## config.mk

```make
export PLATFORM = sky130hd
export DESIGN_NAME = regfile_writeback_arbiter
export DESIGN_NICKNAME = d
export VERILOG_FILES = /design/src/rtl/regfile_wb_pkg.sv /design/src/rtl/wb_fifo.sv /design/src/rtl/regfile_writeback_arbiter.sv
export SDC_FILE = /design/constraint.sdc
export NUM_CORES = 1
export LEC_CHECK = 0
export BUFFER_PORTS_ARGS = -buffer_cell sky130_fd_sc_hd__buf_2
export CORE_AREA = 2 2 146 148
export DETAILED_ROUTE_END_ITERATION = 12
export DIE_AREA = 0 0 148 150
export PLACE_DENSITY = 0.74
export SETUP_SLACK_MARGIN = 0.15
export SLEW_MARGIN = 20
export SYNTH_ARGS = -nofsm -noshare
export SYNTH_HDL_FRONTEND = slang
export SYNTH_SLANG_ARGS = --single-unit
```

## constraint.sdc

```tcl
create_clock -name clk -period 4.75 [get_ports clk]
set_clock_uncertainty 0.05 [all_clocks]
set_input_delay 0.95 -clock clk [delete_from_list [all_inputs] [get_ports clk]]
set_output_delay 0.95 -clock clk [all_outputs]
set_load 0.005 [all_outputs]
```

## src/rtl/regfile_wb_pkg.sv

```systemverilog
// ============================================================================
// Module   : regfile_wb_pkg
// Purpose  : Shared size encodings and write-request record for the
//            register-file writeback arbiter.
// Revision : 1.0
// ============================================================================
`default_nettype none

package regfile_wb_pkg;

    localparam logic [1:0] SZ_WORD = 2'b00;
    localparam logic [1:0] SZ_HALF = 2'b01;
    localparam logic [1:0] SZ_BYTE = 2'b10;

    typedef struct packed {
        logic [4:0]  addr;
        logic [31:0] data;
        logic [1:0]  size;
    } wr_req_t;

endpackage

`default_nettype wire

```

## src/rtl/wb_fifo.sv

```systemverilog
// ============================================================================
// Module   : wb_fifo
// Purpose  : Synchronous write-request FIFO with per-entry valid/address taps.
// Revision : 1.0
// ============================================================================
`default_nettype none

module wb_fifo
    import regfile_wb_pkg::*;
#(
    parameter int DEPTH = 4
) (
    input  logic                      clk,
    input  logic                      rst,
    input  logic                      i_push,
    input  wr_req_t                   i_push_req,
    input  logic                      i_pop,
    output wr_req_t                   o_head,
    output logic [$clog2(DEPTH):0]    o_count,
    output logic [DEPTH-1:0]          o_entry_valid,
    output logic [DEPTH-1:0][4:0]     o_entry_addr
);

    localparam int c_ptr_w = $clog2(DEPTH);
    localparam logic [c_ptr_w:0] c_full_count = (c_ptr_w + 1)'(DEPTH);

    wr_req_t            r_mem_q [DEPTH];
    wr_req_t            r_mem_d [DEPTH];
    logic [c_ptr_w-1:0] r_wr_ptr_q, r_wr_ptr_d;
    logic [c_ptr_w-1:0] r_rd_ptr_q, r_rd_ptr_d;
    logic [c_ptr_w:0]   r_count_q, r_count_d;
    logic [c_ptr_w-1:0] w_offset;
    logic               w_do_push;
    logic               w_do_pop;

    assign w_do_push = i_push && (r_count_q != c_full_count);
    assign w_do_pop  = i_pop  && (r_count_q != '0);

    always_comb begin
        r_mem_d    = r_mem_q;
        r_wr_ptr_d = r_wr_ptr_q;
        r_rd_ptr_d = r_rd_ptr_q;
        r_count_d  = r_count_q;
        if (w_do_push) begin
            r_mem_d[r_wr_ptr_q] = i_push_req;
            r_wr_ptr_d          = r_wr_ptr_q + c_ptr_w'(1);
        end
        if (w_do_pop) begin
            r_rd_ptr_d = r_rd_ptr_q + c_ptr_w'(1);
        end
        case ({w_do_push, w_do_pop})
            2'b10:   r_count_d = r_count_q + (c_ptr_w + 1)'(1);
            2'b01:   r_count_d = r_count_q - (c_ptr_w + 1)'(1);
            default: r_count_d = r_count_q;
        endcase
    end

    always_ff @(posedge clk) begin
        if (rst) begin
            for (int i = 0; i < DEPTH; i++) begin
                r_mem_q[i] <= '0;
            end
            r_wr_ptr_q <= '0;
            r_rd_ptr_q <= '0;
            r_count_q  <= '0;
        end else begin
            r_mem_q    <= r_mem_d;
            r_wr_ptr_q <= r_wr_ptr_d;
            r_rd_ptr_q <= r_rd_ptr_d;
            r_count_q  <= r_count_d;
        end
    end

    // An entry is live when its distance from the read pointer is below the occupancy.
    always_comb begin
        w_offset      = '0;
        o_entry_valid = '0;
        o_entry_addr  = '0;
        for (int i = 0; i < DEPTH; i++) begin
            w_offset         = c_ptr_w'(i) - r_rd_ptr_q;
            o_entry_valid[i] = ({1'b0, w_offset} < r_count_q);
            o_entry_addr[i]  = r_mem_q[i].addr;
        end
    end

    assign o_head  = r_mem_q[r_rd_ptr_q];
    assign o_count = r_count_q;

endmodule

`default_nettype wire

```

## src/rtl/regfile_writeback_arbiter.sv

```systemverilog
// ============================================================================
// Module   : regfile_writeback_arbiter
// Purpose  : Arbitrates ALU writeback and buffered memory returns onto the
//            single register-file write port, with starvation guard.
// Revision : 1.0
// ============================================================================
`default_nettype none

module regfile_writeback_arbiter
    import regfile_wb_pkg::*;
#(
    parameter int MEM_FIFO_DEPTH = 4,
    parameter int STARVE_LIMIT   = 3
) (
    input  logic                              clk,
    input  logic                              rst,
    input  logic                              alu_valid,
    output logic                              alu_ready,
    input  logic [4:0]                        alu_addr,
    input  logic [31:0]                       alu_data,
    input  logic [1:0]                        alu_size,
    input  logic                              mem_valid,
    output logic                              mem_ready,
    input  logic [4:0]                        mem_addr,
    input  logic [31:0]                       mem_data,
    input  logic [1:0]                        mem_size,
    output logic                              write_enable,
    output logic                              write_byte_enable,
    output logic                              write_half_word_endable,
    output logic [4:0]                        write_address,
    output logic [31:0]                       write_data,
    output logic [31:0]                       pending_mask,
    output logic [$clog2(MEM_FIFO_DEPTH):0]   fifo_count
);

    localparam int c_cnt_w = $clog2(MEM_FIFO_DEPTH) + 1;
    localparam int c_stv_w = $clog2(STARVE_LIMIT + 1);
    localparam logic [c_cnt_w-1:0] c_fifo_full  = c_cnt_w'(MEM_FIFO_DEPTH);
    localparam logic [c_stv_w-1:0] c_starve_max = c_stv_w'(STARVE_LIMIT);

    logic [c_stv_w-1:0]               r_starve_q, r_starve_d;
    logic                             r_we_q, r_we_d;
    logic                             r_be_q, r_be_d;
    logic                             r_he_q, r_he_d;
    logic [4:0]                       r_addr_q, r_addr_d;
    logic [31:0]                      r_data_q, r_data_d;

    wr_req_t                          w_head;
    wr_req_t                          w_sel;
    logic [c_cnt_w-1:0]               w_count;
    logic [MEM_FIFO_DEPTH-1:0]        w_entry_valid;
    logic [MEM_FIFO_DEPTH-1:0][4:0]   w_entry_addr;
    logic                             w_fifo_empty;
    logic                             w_alu_grant;
    logic                             w_push;
    logic                             w_pop;

    assign w_fifo_empty = (w_count == '0);
    assign alu_ready    = !rst && (w_fifo_empty || (r_starve_q == c_starve_max));
    assign mem_ready    = !rst && (w_count != c_fifo_full);
    assign w_alu_grant  = alu_valid && alu_ready;
    assign w_push       = mem_valid && mem_ready;
    assign w_pop        = !w_fifo_empty && !w_alu_grant;

    wb_fifo #(
        .DEPTH (MEM_FIFO_DEPTH)
    ) u_fifo (
        .clk           (clk),
        .rst           (rst),
        .i_push        (w_push),
        .i_push_req    ('{addr: mem_addr, data: mem_data, size: mem_size}),
        .i_pop         (w_pop),
        .o_head        (w_head),
        .o_count       (w_count),
        .o_entry_valid (w_entry_valid),
        .o_entry_addr  (w_entry_addr)
    );

    always_comb begin
        r_starve_d = '0;
        if (alu_valid && !alu_ready) begin
            r_starve_d = (r_starve_q == c_starve_max) ? r_starve_q
                                                      : r_starve_q + c_stv_w'(1);
        end
    end

    // Address and data hold across idle cycles; only the enables drop.
    always_comb begin
        w_sel    = w_alu_grant ? '{addr: alu_addr, data: alu_data, size: alu_size} : w_head;
        r_we_d   = 1'b0;
        r_be_d   = 1'b0;
        r_he_d   = 1'b0;
        r_addr_d = r_addr_q;
        r_data_d = r_data_q;
        if (w_alu_grant || w_pop) begin
            r_addr_d = w_sel.addr;
            r_data_d = w_sel.data;
            r_we_d   = (w_sel.addr != 5'd0);
            case (w_sel.size)
                SZ_WORD: ;
                SZ_HALF: r_he_d = r_we_d;
                SZ_BYTE: r_be_d = r_we_d;
                default: ;
            endcase
        end
    end

    always_ff @(posedge clk) begin
        if (rst) begin
            r_starve_q <= '0;
            r_we_q     <= 1'b0;
            r_be_q     <= 1'b0;
            r_he_q     <= 1'b0;
            r_addr_q   <= '0;
            r_data_q   <= '0;
        end else begin
            r_starve_q <= r_starve_d;
            r_we_q     <= r_we_d;
            r_be_q     <= r_be_d;
            r_he_q     <= r_he_d;
            r_addr_q   <= r_addr_d;
            r_data_q   <= r_data_d;
        end
    end

    always_comb begin
        pending_mask = '0;
        for (int i = 0; i < MEM_FIFO_DEPTH; i++) begin
            if (w_entry_valid[i]) begin
                pending_mask[w_entry_addr[i]] = 1'b1;
            end
        end
        if (r_we_q) begin
            pending_mask[r_addr_q] = 1'b1;
        end
        pending_mask[0] = 1'b0;
    end

    assign write_enable            = r_we_q;
    assign write_byte_enable       = r_be_q;
    assign write_half_word_endable = r_he_q;
    assign write_address           = r_addr_q;
    assign write_data              = r_data_q;
    assign fifo_count              = w_count;

    // Requesters must hold their payload while stalled.
    a_alu_stable: assert property (@(posedge clk) disable iff (rst)
        (alu_valid && !alu_ready) |=> (alu_valid && $stable({alu_addr, alu_data, alu_size})));
    a_mem_stable: assert property (@(posedge clk) disable iff (rst)
        (mem_valid && !mem_ready) |=> (mem_valid && $stable({mem_addr, mem_data, mem_size})));

endmodule

`default_nettype wire

```

Word-level counts from Yosys, hierarchy flattened

Cells that the tools add are included.

Flip-flop bits (word level): 205
Input bits: 82
Output and inout port bits: 77
Word-level logic and storage cells: 114

$add $sub $neg: 9
Magnitude comparators: 17
Equality and inequality tests: 6
Muxes and demuxes: 23
Bitwise logic cells: 10
Reduce and logical (&&, ||, !) cells: 28

Operators with widths:

| kind                                                                                 | count |
|---|---|
| 32-bit 2-to-1 mux                                                                    | 5 |
| 156-bit bitwise mux                                                                  | 1 |
| 39-bit 2-to-1 mux                                                                    | 4 |
| 32-bit bitwise OR                                                                    | 4 |
| 39-bit binary-select mux with 2-bit select                                           | 1 |
| 39-bit demux with 2-bit select                                                       | 1 |
| 5-bit by 6-bit < comparator with 1-bit output (second input constant)                | 5 |
| 1-bit demux with 5-bit select                                                        | 5 |
| 5-bit by 1-bit greater-or-equal comparator with 1-bit output (second input constant) | 5 |
| 1-bit logical AND                                                                    | 14 |
| 2-bit by 3-bit < comparator with 1-bit output                                        | 4 |
| 2-bit by 1-bit adder with 2-bit output (second input constant)                       | 3 |
| 2-bit == test (second input constant)                                                | 3 |
| 3-bit greater-or-equal comparator (second input constant)                            | 2 |
| 2-bit inverter with 3-bit output                                                     | 2 |
| 3-bit one-hot mux with 2 select lines                                                | 1 |
| 3-bit OR reduction                                                                   | 2 |
| 1-bit 2-to-1 mux                                                                     | 5 |
| 5-bit nonzero test                                                                   | 1 |
| 2-bit by 1-bit == test with 1-bit output (second input constant)                     | 2 |
| 1-bit logical NOT                                                                    | 4 |
| 1-bit inverter                                                                       | 4 |
| 2-bit OR reduction                                                                   | 2 |
| 1-bit by 2-bit subtractor with 2-bit output (first input constant)                   | 2 |
| 9 further kinds                                                                      | 11 |

Longest topological paths before layout

Gate-level depths: netlist of the first run.

Depth after elaboration: 13
Mapped depth: 11
Mapped depth without buffers: 9

Cells and area by module

Synthesis of the first run repeated with hierarchy kept, for this count alone.

Cells, all modules: 1122
Area total of the unflattened synthesis: 11011.8 sq um

Modules (own cells, without submodules):

| module                    | instances | cells each | area each (sq um) | sequential area each (sq um) |
|---|---|---|---|---|
| wb_fifo                   | 1         | 683        | 7805.0            | 3263.1 |
| regfile_writeback_arbiter | 1         | 439        | 3206.8            | 840.8 |

Worst setup path after synthesis of the first run

No wires, ideal clock.

Path type: register -> output
Start: reg u_fifo.r_rd_ptr_q[0]
End: out pending_mask[2]
Arrival: 2249 ps
Data required time: 3750 ps
Slack: 1501 ps
Stages on the path, launching flop included: 11
Buffers on the path: 3
Cells stage by stage: dfxtp_1 buf_6 buf_2 buf_4 xnor2_1 inv_1 ha_1 a21oi_2 o21bai_2 o22ai_1 or4_1

Word-level cells in the longest chain between the ends: 11
Elaborated cells between the ends (all ways): 17
Classes of those cells: add/sub: 4; order compare: 4; mux: 5; bitwise: 4

Ends and longest elaborated chain:

| what                                          | line                             | source |
|---|---|---|
| start, declared                               | wb_fifo.sv:30                    | `logic [c_ptr_w-1:0] r_rd_ptr_q, r_rd_ptr_d;` |
| start signal, assigned                        | wb_fifo.sv:69                    | `r_rd_ptr_q <= r_rd_ptr_d;` |
| 1-bit by 2-bit subtractor with 2-bit output   | wb_fifo.sv:80                    | `w_offset = c_ptr_w'(i) - r_rd_ptr_q;` |
| 2-bit by 3-bit < comparator with 1-bit output | wb_fifo.sv:81                    | `o_entry_valid[i] = ({1'b0, w_offset} < r_count_q);` |
| 32-bit 2-to-1 mux                             | regfile_writeback_arbiter.sv:129 | `if (w_entry_valid[i]) begin` |
| 32-bit bitwise OR (no source line)            | -                                |  |
| 32-bit 2-to-1 mux                             | regfile_writeback_arbiter.sv:129 |  |
| 32-bit bitwise OR (no source line)            | -                                |  |
| 32-bit 2-to-1 mux                             | regfile_writeback_arbiter.sv:129 |  |
| 32-bit bitwise OR (no source line)            | -                                |  |
| 32-bit 2-to-1 mux (*)                         | regfile_writeback_arbiter.sv:129 |  |
| 32-bit bitwise OR (no source line)            | -                                |  |
| 32-bit 2-to-1 mux (*)                         | regfile_writeback_arbiter.sv:133 | `if (r_we_q) begin` |
| end, declared                                 | regfile_writeback_arbiter.sv:32  | `output logic [31:0] pending_mask,` |

Every way passes the cells marked *; elsewhere a longest branch is shown, timed or not.

Final worst setup path of the first run

Start: reg u_fifo.r_count_q[1], in the netlist u_fifo.o_count[1]
End: out pending_mask[20]

Word-level cells in the longest chain between the ends: 10
Elaborated cells between the ends (all ways): 13
Classes of those cells: order compare: 4; mux: 5; bitwise: 4

Ends and longest elaborated chain:

| what                                          | line                             | source |
|---|---|---|
| start, declared                               | wb_fifo.sv:31                    | `logic [c_ptr_w:0] r_count_q, r_count_d;` |
| start signal, assigned                        | wb_fifo.sv:70                    | `r_count_q <= r_count_d;` |
| 2-bit by 3-bit < comparator with 1-bit output | wb_fifo.sv:81                    |  |
| 32-bit 2-to-1 mux                             | regfile_writeback_arbiter.sv:129 |  |
| 32-bit bitwise OR (no source line)            | -                                |  |
| 32-bit 2-to-1 mux                             | regfile_writeback_arbiter.sv:129 |  |
| 32-bit bitwise OR (no source line)            | -                                |  |
| 32-bit 2-to-1 mux                             | regfile_writeback_arbiter.sv:129 |  |
| 32-bit bitwise OR (no source line)            | -                                |  |
| 32-bit 2-to-1 mux (*)                         | regfile_writeback_arbiter.sv:129 |  |
| 32-bit bitwise OR (no source line)            | -                                |  |
| 32-bit 2-to-1 mux (*)                         | regfile_writeback_arbiter.sv:133 |  |

Marked as above.

==> results of run 1 <==
==> layer usage <==
layer	routed length (um)	global-route usage (%)	vias up
li1	-	-	4528
met1	13200	37.3	4565
met2	14000	42.6	435
met3	2580	4.97	70
met4	751	7.81	0
met5	0	0	-
==> cells by family after synthesis <==
group	after synthesis
and+or+nand+nor	579
AOI/OAI and AO/OA	286
DFF	205
buffers and inverters	121
muxes	40
adders and majority gates	11
xor gates and xnor gates	6
other	1
==> registers in the layout, indices dropped and copies added (netlist names) <==
| signal | cells |
|---|---|
| write_data | 32 |
| write_address | 5 |
| u_fifo.o_entry_addr | 20 |
| u_fifo.r_mem_q | 136 |
| write_byte_enable | 1 |
| u_fifo.r_rd_ptr_q | 2 |
| u_fifo.r_wr_ptr_q | 2 |
| write_enable | 1 |
| write_half_word_endable | 1 |
| r_starve_q | 2 |
| u_fifo.o_count | 3 |
==> power by group <==
part	total [W]	internal (W)	switching, W
Sequential	0.00206	0.00189	0.000178
Clock	0.00187	0.00119	0.000681
Combinational	0.00172	0.000627	0.00109
==> synth_stat cells, types with 4 or more instances <==
master and instances:
sky130_fd_sc_hd__o32ai_1 7, sky130_fd_sc_hd__nand2b_1 12, sky130_fd_sc_hd__a221o_1 12, sky130_fd_sc_hd__buf_4 6
sky130_fd_sc_hd__nor4_1 7, sky130_fd_sc_hd__nor2_1 82, sky130_fd_sc_hd__o221ai_1 16, sky130_fd_sc_hd__buf_2 30
sky130_fd_sc_hd__nand3_1 4, sky130_fd_sc_hd__o2111ai_1 4, sky130_fd_sc_hd__nor3b_1 4, sky130_fd_sc_hd__nand2_1 409
sky130_fd_sc_hd__a21oi_1 162, sky130_fd_sc_hd__nor3_1 13, sky130_fd_sc_hd__nand3b_1 6, sky130_fd_sc_hd__ha_1 10
sky130_fd_sc_hd__a311oi_1 17, sky130_fd_sc_hd__a211o_1 8, sky130_fd_sc_hd__buf_6 10, sky130_fd_sc_hd__dfxtp_1 205
sky130_fd_sc_hd__a311oi_2 6, sky130_fd_sc_hd__o21ai_0 12, sky130_fd_sc_hd__o21bai_1 4, sky130_fd_sc_hd__xnor2_1 4
sky130_fd_sc_hd__clkbuf_1 56, sky130_fd_sc_hd__nor2b_1 7, sky130_fd_sc_hd__mux4_2 39, sky130_fd_sc_hd__o22ai_1 4
sky130_fd_sc_hd__inv_1 16, sky130_fd_sc_hd__and2_1 6, sky130_fd_sc_hd__or4_1 7, sky130_fd_sc_hd__or3_1 7
sky130_fd_sc_hd__a222oi_1 13
==> stage by stage <==
step                cell area (sq um)  cells  worst slack, ps  hold WS, ps  util [%]
floorplan                       10100   1249             1500          356         -
global placement                10800   1588             1480          371      52.4
detailed placement              10800   1588             1430          376      52.4
CTS                             11600   1628              918          391      56.3
global route                    11700   1628              650          417      56.4
finish                          11700   1629              848          392      56.4
==> final timing paths <==
| check | slack [ps] | endpoint | from |
|---|---|---|---|
| worst max-delay path | 850 | pending_mask[20] | u_fifo.o_count[1]$_SDFFE_PP0P_ |
| worst max register to register | 1790 | u_fifo.r_mem_q[118]$_SDFFE_PP0P_ | u_fifo.o_count[0]$_SDFFE_PP0P_ |
| worst min register to register | 390 | r_starve_q[0]$_SDFFE_PP0N_ | r_starve_q[0]$_SDFFE_PP0N_ |
| worst min-delay path | 390 | r_starve_q[0]$_SDFFE_PP0N_ | r_starve_q[0]$_SDFFE_PP0N_ |
==> cell type report <==
class	count	area [sq um]	area share, %
Multi-Input combinational cell	923	5450	46.7
Sequential cell	205	4110	35.2
Timing Repair Buffer	169	898	7.70
Clock buffer	31	624	5.35
Tap cell	275	344	2.95
Clock inverter	9	181	1.56
Inverter	16	60.1	0.515
Antenna cell	1	2.50	0.0215
==> impl_results.rst, run 1 <==
.. list-table::
   :header-rows: 1

   * - Metric
     - Value
   * - Slowest cell delay on critical path
     - 470 ps
   * - Final HPWL DP
     - 19900 um
   * - Post-cts resize count
     - 0
   * - Mapped Nets
     - 1342
   * - Highest clock rate
     - 0.256 GHz
   * - Fin crit period
     - 3900 ps
   * - Part of the Yosys area used for sequential elements
     - 40.5%
   * - Tightest Hold Check Type
     - flip-flop to flip-flop
   * - Data required time of the critical path
     - 3750 ps
   * - Synth Area in Adders
     - 1.43%
   * - Power density over the cells
     - 485 mW/mm^2
   * - Die height
     - 150 um
   * - Detailed router's first-iteration violation count
     - 931
   * - Arrival time worst endpoint
     - 2900 ps
   * - Largest area contributor in the netlist
     - sky130_fd_sc_hd__dfxtp_1
   * - Clk Tree Root Cell
     - sky130_fd_sc_hd__clkbuf_16
   * - Leading cell type in the layout, fill and taps excluded
     - sky130_fd_sc_hd__nand2_1
   * - Buffers inserted during post-CTS setup optimization
     - 0
   * - Antenna violations before repair
     - 3
   * - Std-Cell Core Area
     - 0.0207 sq mm
   * - Synth Area in XOR/XNOR
     - 0.519%
   * - Number of buffers and inverters on the critical path
     - 2
   * - Number of hold-repair buffers added at the cts stage
     - 0
   * - Nets
     - 1430
   * - Share of the synthesized area in compound gates (AO/OA/AOI/OAI)
     - 19.0%
   * - Clock latency reported for the late side of the worst-skew pair
     - 510 ps
   * - Residual antenna-violating net count after detailed routing
     - 0
   * - Largest net degree at the start of global routing
     - 114
   * - Deepest clock path buffer count
     - 3
   * - Post-Syn Instances
     - 1249
   * - Leading cell types in the layout, fill and taps excluded
     - sky130_fd_sc_hd__nand2_1, sky130_fd_sc_hd__dfxtp_1, sky130_fd_sc_hd__a21oi_1
   * - Status
     - complete, no violations
   * - Dominant combinational cell family by area after synthesis
     - simple AND/OR/NAND/NOR gates
   * - Top cells by area in the synthesized netlist
     - sky130_fd_sc_hd__dfxtp_1, sky130_fd_sc_hd__nand2_1, sky130_fd_sc_hd__mux4_2
   * - Proportion of layout cells with a drive suffix above 1
     - 20.3%
   * - TNS Setup
     - 0 ps
   * - Area added between synthesis and finish
     - 15.2%
   * - Number of unique standard cell types used by synthesis
     - 61
   * - Count of cell instances traversed by the critical path
     - 8
   * - Count of final max-slew check failures
     - 0
   * - Critical Path Sink Type
     - output port
   * - Synth Cell Area
     - 0.0101 sq mm
   * - Unrepaired setup endpoints after global routing
     - false
   * - Die Outline Area
     - 0.0222 sq mm
   * - Yosys warnings
     - 0
   * - Share of the synthesized area in the top cell type
     - 40.5%
   * - Overall routing resource usage
     - 26.8%
   * - Die span in x
     - 148 um
   * - Largest voltage drop on the vdd net
     - 0.329 mV
   * - CP max-delay cell
     - sky130_fd_sc_hd__o21bai_1
   * - Synth Flop Type
     - sky130_fd_sc_hd__dfxtp_1
   * - Share of flip-flops with an asynchronous set or reset after synthesis
     - 0%
   * - Fill cell instance count of the final layout
     - 1938
   * - Initial core utilization
     - 48.9%
   * - Number of design rule violations left after detail routing
     - 0
   * - Simple-gate portion of the synthesized area
     - 23.9%
   * - Worst-path cell chain
     - inv_1 -> ha_1 -> a21oi_1 -> o21bai_1 -> nand3b_1 -> o221ai_1 -> a221o_1 -> buf_2
   * - CTS clock-pin slew for the worst setup and hold paths
     - 60 ps
   * - Post-synthesis mux area share
     - 8.78%
   * - Total number of vias
     - 9598
   * - # rows
     - 53
   * - Mean area per synthesized cell
     - 8.11 sq um
   * - Port Buffer Count
     - 157
   * - Worst Hold Depth
     - 1
   * - Max cap viols
     - 0
   * - I/O pin total
     - 159
   * - Final setup violation count
     - 0
   * - Top Family by Delay on Critical Path
     - compound AO/OA/AOI/OAI gates
   * - Ratio of final minimum period to clock period
     - 82.2%
   * - Final Hold Vio Count
     - 0
   * - Wire length of the first global-routing pass
     - 47700 um
   * - Pwr Total
     - 0.00565 W
   * - Wire length per cell
     - 18.8 um
   * - Final weighted congestion of routability-driven global placement
     - 1.01
   * - Worst Reg-to-Reg Cells
     - 6
   * - TritonCTS clock tree
     - yes
   * - First-pass DRT Iterations
     - 6
   * - Leakage component of the power
     - 4.31 nW
   * - Global route overflow
     - 0
   * - Transition time at the pin with the least slew margin
     - 990 ps
   * - H-tree lvl count
     - 1
   * - Total wire length after detailed routing
     - 30600 um
   * - Synthesized flop and latch total
     - 205
   * - Vias in the first global route
     - 8898
   * - Tightest slew margin relative to the limit
     - 34.0%
   * - Clock sink total
     - 205
   * - EDFF count, synth
     - 0
   * - TritonCTS Buffers
     - 22
   * - Vias/cell
     - 5.89
   * - Top fanout value on the critical path
     - 8
   * - Critical path start-end classification
     - flip-flop to output port
   * - Category of the worst setup path launch point
     - flip-flop
No activity file was read; power rests on OpenSTA's default activity.
==> run 2, diff against run 1 <==
Settings changed: PLACE_DENSITY 0.74 to 0.76.
Clock period 4.75 ns to 3.19 ns, I/O delays scaled along.
==> run 2 against run 1 <==
- the run now ends with setup timing left
- via count is 2.5% higher
- wire length rose by 5.5%
- cell area up 5.3%
- clock power up 37%
- sequential share of layout area down 1.7 points
- setup slack got worse by 880 ps
- non-clock buffer count rose by 36
- clock-buffer cell count is 1 lower
- largest cell class unchanged
- die area stayed put
==> impl_results.rst, run 2 (synthesized netlist as in run 1, its figures left out) <==
.. list-table::
   :header-rows: 1

   * - Metric
     - Value
   * - Port Buffer Count
     - 157 (unchanged)
   * - Power density over the cells
     - 722 mW/mm^2 (+49%)
   * - Overall routing resource usage
     - 27.8% (+1.0 points)
   * - Critical path start-end classification
     - flip-flop to output port
   * - Die Outline Area
     - 0.0222 sq mm (unchanged)
   * - Top Family by Delay on Critical Path
     - compound AO/OA/AOI/OAI gates
   * - Clock latency reported for the late side of the worst-skew pair
     - 520 ps (about the same)
   * - Final setup violation count
     - 1 (+1)
   * - Detailed router's first-iteration violation count
     - 1090 (+17%)
   * - Leakage component of the power
     - 4.51 nW (+4.4%)
   * - Largest register FFs
     - 136 (unchanged)
   * - Top fanout value on the critical path
     - 6 (-2)
   * - Violations in the final reports
     - setup timing
   * - Die span in x
     - 148 um (unchanged)
   * - Total wire length after detailed routing
     - 32200 um (+5.5%)
   * - Vias/cell
     - 5.91 (+0.31%)
   * - Proportion of layout cells with a drive suffix above 1
     - 25.5% (+5.3 points)
   * - I/O pin total
     - 159 (unchanged)
   * - Initial core utilization
     - 48.9% (unchanged)
   * - Leading cell type in the layout, fill and taps excluded
     - sky130_fd_sc_hd__nand2_1
   * - Tightest Hold Check Type
     - input port to flip-flop
   * - Tightest slew margin relative to the limit
     - 41.7% (+7.8 points)
   * - Fill cell instance count of the final layout
     - 1869 (-3.6%)
   * - Total number of vias
     - 9835 (+2.5%)
   * - Critical Path Sink Type
     - output port
   * - Nets
     - 1467 (+2.6%)
   * - Worst hold slack
     - 331 ps (-61.0 ps)
   * - Number of design rule violations left after detail routing
     - 0 (unchanged)
   * - Cell area after placement
     - 0.0110 sq mm (+1.5%)
   * - Largest voltage drop on the vdd net
     - 0.469 mV (+43%)
   * - Final HPWL DP
     - 21400 um (+7.5%)
   * - Clk Tree Root Cell
     - sky130_fd_sc_hd__clkbuf_16
   * - TritonCTS clock tree
     - yes
   * - Antenna violations before repair
     - 2 (-1)
   * - H-tree lvl count
     - 1 (unchanged)
   * - Post-layout instance area
     - 0.0123 sq mm (+5.3%)
   * - Wire length per cell
     - 19.4 um (+3.2%)
   * - # rows
     - 53 (unchanged)
   * - Ratio of final minimum period to clock period
     - 101%
   * - Clock sink total
     - 205 (unchanged)
   * - TritonCTS Buffers
     - 22 (unchanged)
   * - Hold_sp
     - alu_data[24]
   * - Number of hold-repair buffers added at the cts stage
     - 0 (unchanged)
   * - Slowest cell delay on critical path
     - 410 ps (-60 ps)
   * - Residual antenna-violating net count after detailed routing
     - 0 (unchanged)
   * - Leading cell types in the layout, fill and taps excluded
     - sky130_fd_sc_hd__nand2_1, sky130_fd_sc_hd__dfxtp_1, sky130_fd_sc_hd__a21oi_1
   * - Vias in the first global route
     - 9094 (+2.2%)
   * - Arrival time worst endpoint
     - 2540 ps (-360 ps)
   * - Number of buffers and inverters on the critical path
     - 1 (-1)
   * - Status
     - finished, violations left
   * - CTS clock-pin slew for the worst setup and hold paths
     - 60 ps (about the same)
   * - Worst-path cell chain
     - xnor2_4 -> ha_1 -> a21oi_4 -> o2111ai_1 -> o22ai_1 -> or3_1 -> buf_2
   * - CP max-delay cell
     - sky130_fd_sc_hd__or3_1
   * - Area added between synthesis and finish
     - 21.3%
   * - Data required time of the critical path
     - 2500 ps (-1250 ps)
   * - Final weighted congestion of routability-driven global placement
     - 1.00 (-0.30%)
   * - FF+latch area
     - 0.00411 sq mm (+0.18%)
   * - Worst reg2reg startpoint
     - u_fifo.o_count[2]$_SDFFE_PP0P_
   * - Biggest register
     - u_fifo.r_mem_q
   * - TNS Setup
     - -34.7 ps (-34.7 ps)
   * - Count of final max-slew check failures
     - 0 (unchanged)
   * - Fin crit period
     - 3220 ps
   * - Unrepaired setup endpoints after global routing
     - true
   * - Transition time at the pin with the least slew margin
     - 874 ps (-116 ps)
   * - Std-Cell Core Area
     - 0.0207 sq mm (unchanged)
   * - Category of the worst setup path launch point
     - flip-flop
   * - Global route overflow
     - 0 (unchanged)
   * - Start point of the critical path
     - u_fifo.r_rd_ptr_q[1]$_SDFFE_PP0P_
   * - Die height
     - 150 um (unchanged)
   * - Max cap viols
     - 0 (unchanged)
   * - First-pass DRT Iterations
     - 6 (unchanged)
   * - Largest net degree at the start of global routing
     - 112 (-1.8%)
   * - Final Hold Vio Count
     - 0 (unchanged)
   * - Wire length of the first global-routing pass
     - 49100 um (+2.9%)
   * - Multi-input logic area
     - 0.00580 sq mm (+6.6%)
   * - Highest clock rate
     - 0.310 GHz
   * - Deepest clock path buffer count
     - 3 (unchanged)
   * - Setup ws final
     - -34.7 ps (-882 ps)
run 2: cell count changes in the layout (fill, tap and decap cells not counted), sizes merged:
cell | previous run | this run
buf | 169 | 205
bufinv | 5 | 2
clkbuf | 31 | 30
clkinvlp | 0 | 1
diode | 1 | 2
o21bai | 6 | 7
run 2: path summary, 6_finish.rpt:
path	depth (start not counted)	slack, ps	to
max	7	-30	pending_mask[29]
min	3	330	write_data[24]$_SDFFE_PP0N_
max reg2reg	9	580	u_fifo.o_count[2]$_SDFFE_PP0P_
min reg2reg	2	400	u_fifo.r_mem_q[45]$_SDFFE_PP0P_
run 2: metrics by stage:
step,setup WS [ps],total power (W),instances,utilization (%)
6_report,-34.7,0.00887,1664,59.4
3_3_place_gp,280,0.00571,1606,53.2
2_1_floorplan,253,0.00498,1249,-
5_1_grt,-50.6,0.00926,1663,59.3
4_1_cts,29.7,0.00874,1661,58.7
3_5_place_dp,211,0.00575,1606,53.2
run 2: what timing repair did:
action	CTS	global route
pin swaps	30	10
resized for setup	61	20
gates cloned	1	0
buffers inserted	17	1
endpoints found under the setup margin	31	31
endpoints found under the hold margin	0	0
run 2: tightest hold or removal path, cell delays in order:
cell,delay [ps]
sky130_fd_sc_hd__buf_2,80
sky130_fd_sc_hd__a222oi_1,70
sky130_fd_sc_hd__nor2_1,70
run 2: final cells by class:
type	instances	share of cell area, %
Antenna cell	2	0.0408
Clock buffer	30	5.05
Clock inverter	7	0.805
Inverter	16	0.530
Multi-Input combinational cell	924	47.3
Sequential cell	205	33.5
Tap cell	275	2.80
Timing Repair Buffer	205	10.0
run 2: where the power goes:
part           total [W]  internal (W)  switching [W]
registers        0.00308       0.00282       0.000262
logic            0.00323       0.00128        0.00196
clock network    0.00256       0.00152        0.00104
run 2: layer usage:
layer / track usage [%] / part of all wire, % / vias up
li1: - / - / 4596
met1: 37.6 / 42 / 4668
met2: 45.5 / 47 / 487
met3: 4.48 / 8.4 / 84
met4: 9.19 / 3.0 / 0
met5: 0 / 0 / -
==> run 3, diff against run 2 <==
Settings changed: CELL_PAD_IN_SITES_DETAIL_PLACEMENT set to 0, CELL_PAD_IN_SITES_GLOBAL_PLACEMENT set to 2, CORE_AREA 2 2 146 148 to 2 2 187 189, DIE_AREA 0 0 148 150 to 0 0 189 191, PLACE_DENSITY 0.76 to 0.78.
==> run 3 against run 2 <==
- the flow still finishes with violations (setup timing)
- hold slack got worse by 18 ps
- via count is 1.9% lower
- maximum frequency shrank 0.31%
- die area increased by 63%
- cell area is 2.1% higher
==> impl_results.rst, run 3 (synthesized netlist as in run 1, its figures left out) <==
.. list-table::
   :header-rows: 1

   * - Metric
     - Value
   * - Leading cell type in the layout, fill and taps excluded
     - sky130_fd_sc_hd__nand2_1
   * - Final core area utilization
     - 36.8% (-23 points)
   * - Wire length per cell
     - 19.7 um (+1.8%)
   * - Wire length of the first global-routing pass
     - 55200 um (+12%)
   * - Tightest Hold Check Type
     - input port to flip-flop
   * - Initial core utilization
     - 29.7% (-19 points)
   * - Biggest register
     - u_fifo.r_mem_q
   * - Final HPWL DP
     - 23600 um (+10%)
   * - Category of the worst setup path launch point
     - flip-flop
   * - Part of the power in combinational logic
     - 37.4% (+0.9 points)
   * - Std-Cell Core Area
     - 0.0341 sq mm (+65%)
   * - Tightest slew margin relative to the limit
     - 37.4% (-4.4 points)
   * - Worst hold slack
     - 312 ps (-18.4 ps)
   * - Port Buffer Count
     - 157 (unchanged)
   * - Detailed router's first-iteration violation count
     - 791 (-27%)
   * - Leakage component of the power
     - 4.54 nW (+0.74%)
   * - Top fanout value on the critical path
     - 6 (unchanged)
   * - Clk Tree Root Cell
     - sky130_fd_sc_hd__clkbuf_16
   * - Deepest clock path buffer count
     - 3 (unchanged)
   * - Final setup violation count
     - 5 (+4)
   * - Count of final max-slew check failures
     - 0 (unchanged)
   * - Largest register FFs
     - 136 (unchanged)
   * - Fraction of power spent switching nets
     - 37.0% (+0.30 points)
   * - Final Hold Vio Count
     - 0 (unchanged)
   * - Placement-stage worst setup slack
     - 47.9 ps (-164 ps)
   * - Proportion of layout cells with a drive suffix above 1
     - 25.4% (-0.090 points)
   * - Die Outline Area
     - 0.0361 sq mm (+63%)
   * - CTS clock-pin slew for the worst setup and hold paths
     - 60 ps (about the same)
   * - Total wire length after detailed routing
     - 36400 um (+13%)
   * - CP max-delay cell
     - sky130_fd_sc_hd__dfxtp_4
   * - Sequential group share of total power
     - 32.9% (-1.8 points)
   * - Status
     - finished, violations left
   * - Residual antenna-violating net count after detailed routing
     - 0 (unchanged)
   * - Post-layout instance area
     - 0.0125 sq mm (+2.1%)
   * - Clock network fraction of total power
     - 29.8% (+1.0 points)
   * - Fill cell instance count of the final layout
     - 3590 (+92%)
   * - Global route overflow
     - 0 (unchanged)
   * - Die height
     - 191 um (+27%)
   * - Unrepaired setup endpoints after global routing
     - true
   * - Clock latency reported for the late side of the worst-skew pair
     - 530 ps (about the same)
   * - Setup ws final
     - -44.8 ps (-10.1 ps)
   * - H-tree lvl count
     - 1 (unchanged)
   * - First-pass DRT Iterations
     - 5 (-1)
   * - Ratio of final minimum period to clock period
     - 101% (+0.32 points)
   * - Max cap viols
     - 0 (unchanged)
   * - Die span in x
     - 189 um (+28%)
   * - Arrival time worst endpoint
     - 2550 ps (about the same)
   * - Slowest cell delay on critical path
     - 370 ps (-40 ps)
   * - I/O pin total
     - 159 (unchanged)
   * - Vias in the first global route
     - 9179 (+0.93%)
   * - Violations in the final reports
     - setup timing
   * - Worst-path cell chain
     - xnor2_4 -> inv_2 -> ha_4 -> a21oi_4 -> buf_6 -> o21bai_4 -> o221ai_1 -> a221o_1 -> buf_2
   * - Largest net degree at the start of global routing
     - 194 (+73%)
   * - # rows
     - 68 (+28%)
   * - Net switching power
     - 0.00342 W (+4.9%)
   * - Area added between synthesis and finish
     - 23.9%
   * - Leading cell types in the layout, fill and taps excluded
     - sky130_fd_sc_hd__nand2_1, sky130_fd_sc_hd__dfxtp_1, sky130_fd_sc_hd__a21oi_1
   * - Transition time at the pin with the least slew margin
     - 940 ps (+65.6 ps)
   * - Data required time of the critical path
     - 2500 ps (about the same)
   * - Power density over the cells
     - 736 mW/mm^2 (+1.8%)
   * - Critical path start-end classification
     - flip-flop to output port
   * - Number of hold-repair buffers added at the cts stage
     - 0 (unchanged)
   * - Number of design rule violations left after detail routing
     - 0 (unchanged)
   * - Number of buffers and inverters on the critical path
     - 3 (+2)
   * - TritonCTS clock tree
     - yes
   * - Critical Path Sink Type
     - output port
   * - Overall routing resource usage
     - 19.5% (-8.3 points)
   * - Top Family by Delay on Critical Path
     - compound AO/OA/AOI/OAI gates
   * - Largest voltage drop on the vdd net
     - 0.510 mV (+8.6%)
   * - Vias/cell
     - 5.23 (-12%)
   * - Highest clock rate
     - 0.309 GHz (-0.31%)
   * - Final weighted congestion of routability-driven global placement
     - 0.932 (-7.1%)
   * - Nets
     - 1463 (-0.27%)
   * - Antenna violations before repair
     - 8 (+6)
   * - Int Pwr
     - 0.00581 W (+3.5%)
   * - Fin crit period
     - 3230 ps (+10.1 ps)
   * - Cell area after placement
     - 0.0112 sq mm (+2.1%)
   * - Clock sink total
     - 205 (unchanged)
   * - Total number of vias
     - 9652 (-1.9%)
   * - TritonCTS Buffers
     - 25 (+14%)
-- run 3: tightest hold or removal path, stage by stage --
cell and delay (ps):
sky130_fd_sc_hd__buf_2 70, sky130_fd_sc_hd__a222oi_1 70, sky130_fd_sc_hd__nor2_1 80
-- run 3: path summary, 6_finish.rpt --
check                                     from                      endpoint  slack [ps]  cells past startpoint
max          u_fifo.r_rd_ptr_q[1]$_SDFFE_PP0P_              pending_mask[21]         -40                      9
min                               alu_data[22]   write_data[22]$_SDFFE_PP0N_         310                      3
max reg2reg  u_fifo.r_rd_ptr_q[0]$_SDFFE_PP0P_  write_byte_enable$_SDFF_PP0_         590                      7
min reg2reg         r_starve_q[0]$_SDFFE_PP0N_    r_starve_q[0]$_SDFFE_PP0N_         380                      1
-- run 3: metal layers --
metal | vias to the layer above | wire length [um] | GRT usage, %
met3 | 69 | 2340 | 3.21
met5 | - | 55 | 0
met2 | 360 | 17000 | 32.6
met4 | 8 | 865 | 5.20
met1 | 4604 | 16100 | 26.1
li1 | 4611 | - | -
-- run 3: power by group through the flow --
stage                     combinational (W)  sequential (W)  clock [W]
after floorplan                     0.00198         0.00300          0
after global placement              0.00278         0.00306          0
after detailed placement            0.00278         0.00307          0
after CTS                           0.00327         0.00302    0.00283
after global routing                0.00372         0.00307    0.00293
final                               0.00345         0.00303    0.00275
-- run 3: what timing repair did --
item,4_1_cts,5_1_grt
endpoints found under the setup margin,31,31
resized for setup,55,26
pin swaps,20,20
cloned,1,1
setup buffers,11,2
-- run 3: final cells by class --
type	instances	area [sq um]	share of cell area [%]
repair buffers	197	1180	9.41
multi-input cells	925	5800	46.3
clock buffers	40	762	6.07
inverters	16	65.1	0.519
well taps	455	569	4.54
diodes	3	7.51	0.0598
clock inverters	5	42.5	0.339
flip-flops and latches	205	4120	32.8
-- run 3: metrics by stage --
step	total power (W)	setup TNS, ps	std cells
floorplan	0.00498	0	1249
global placement	0.00584	0	1783
detailed placement	0.00585	0	1783
CTS	0.00913	0	1840
global route	0.00972	-826	1845
finish	0.00923	-94.3	1846
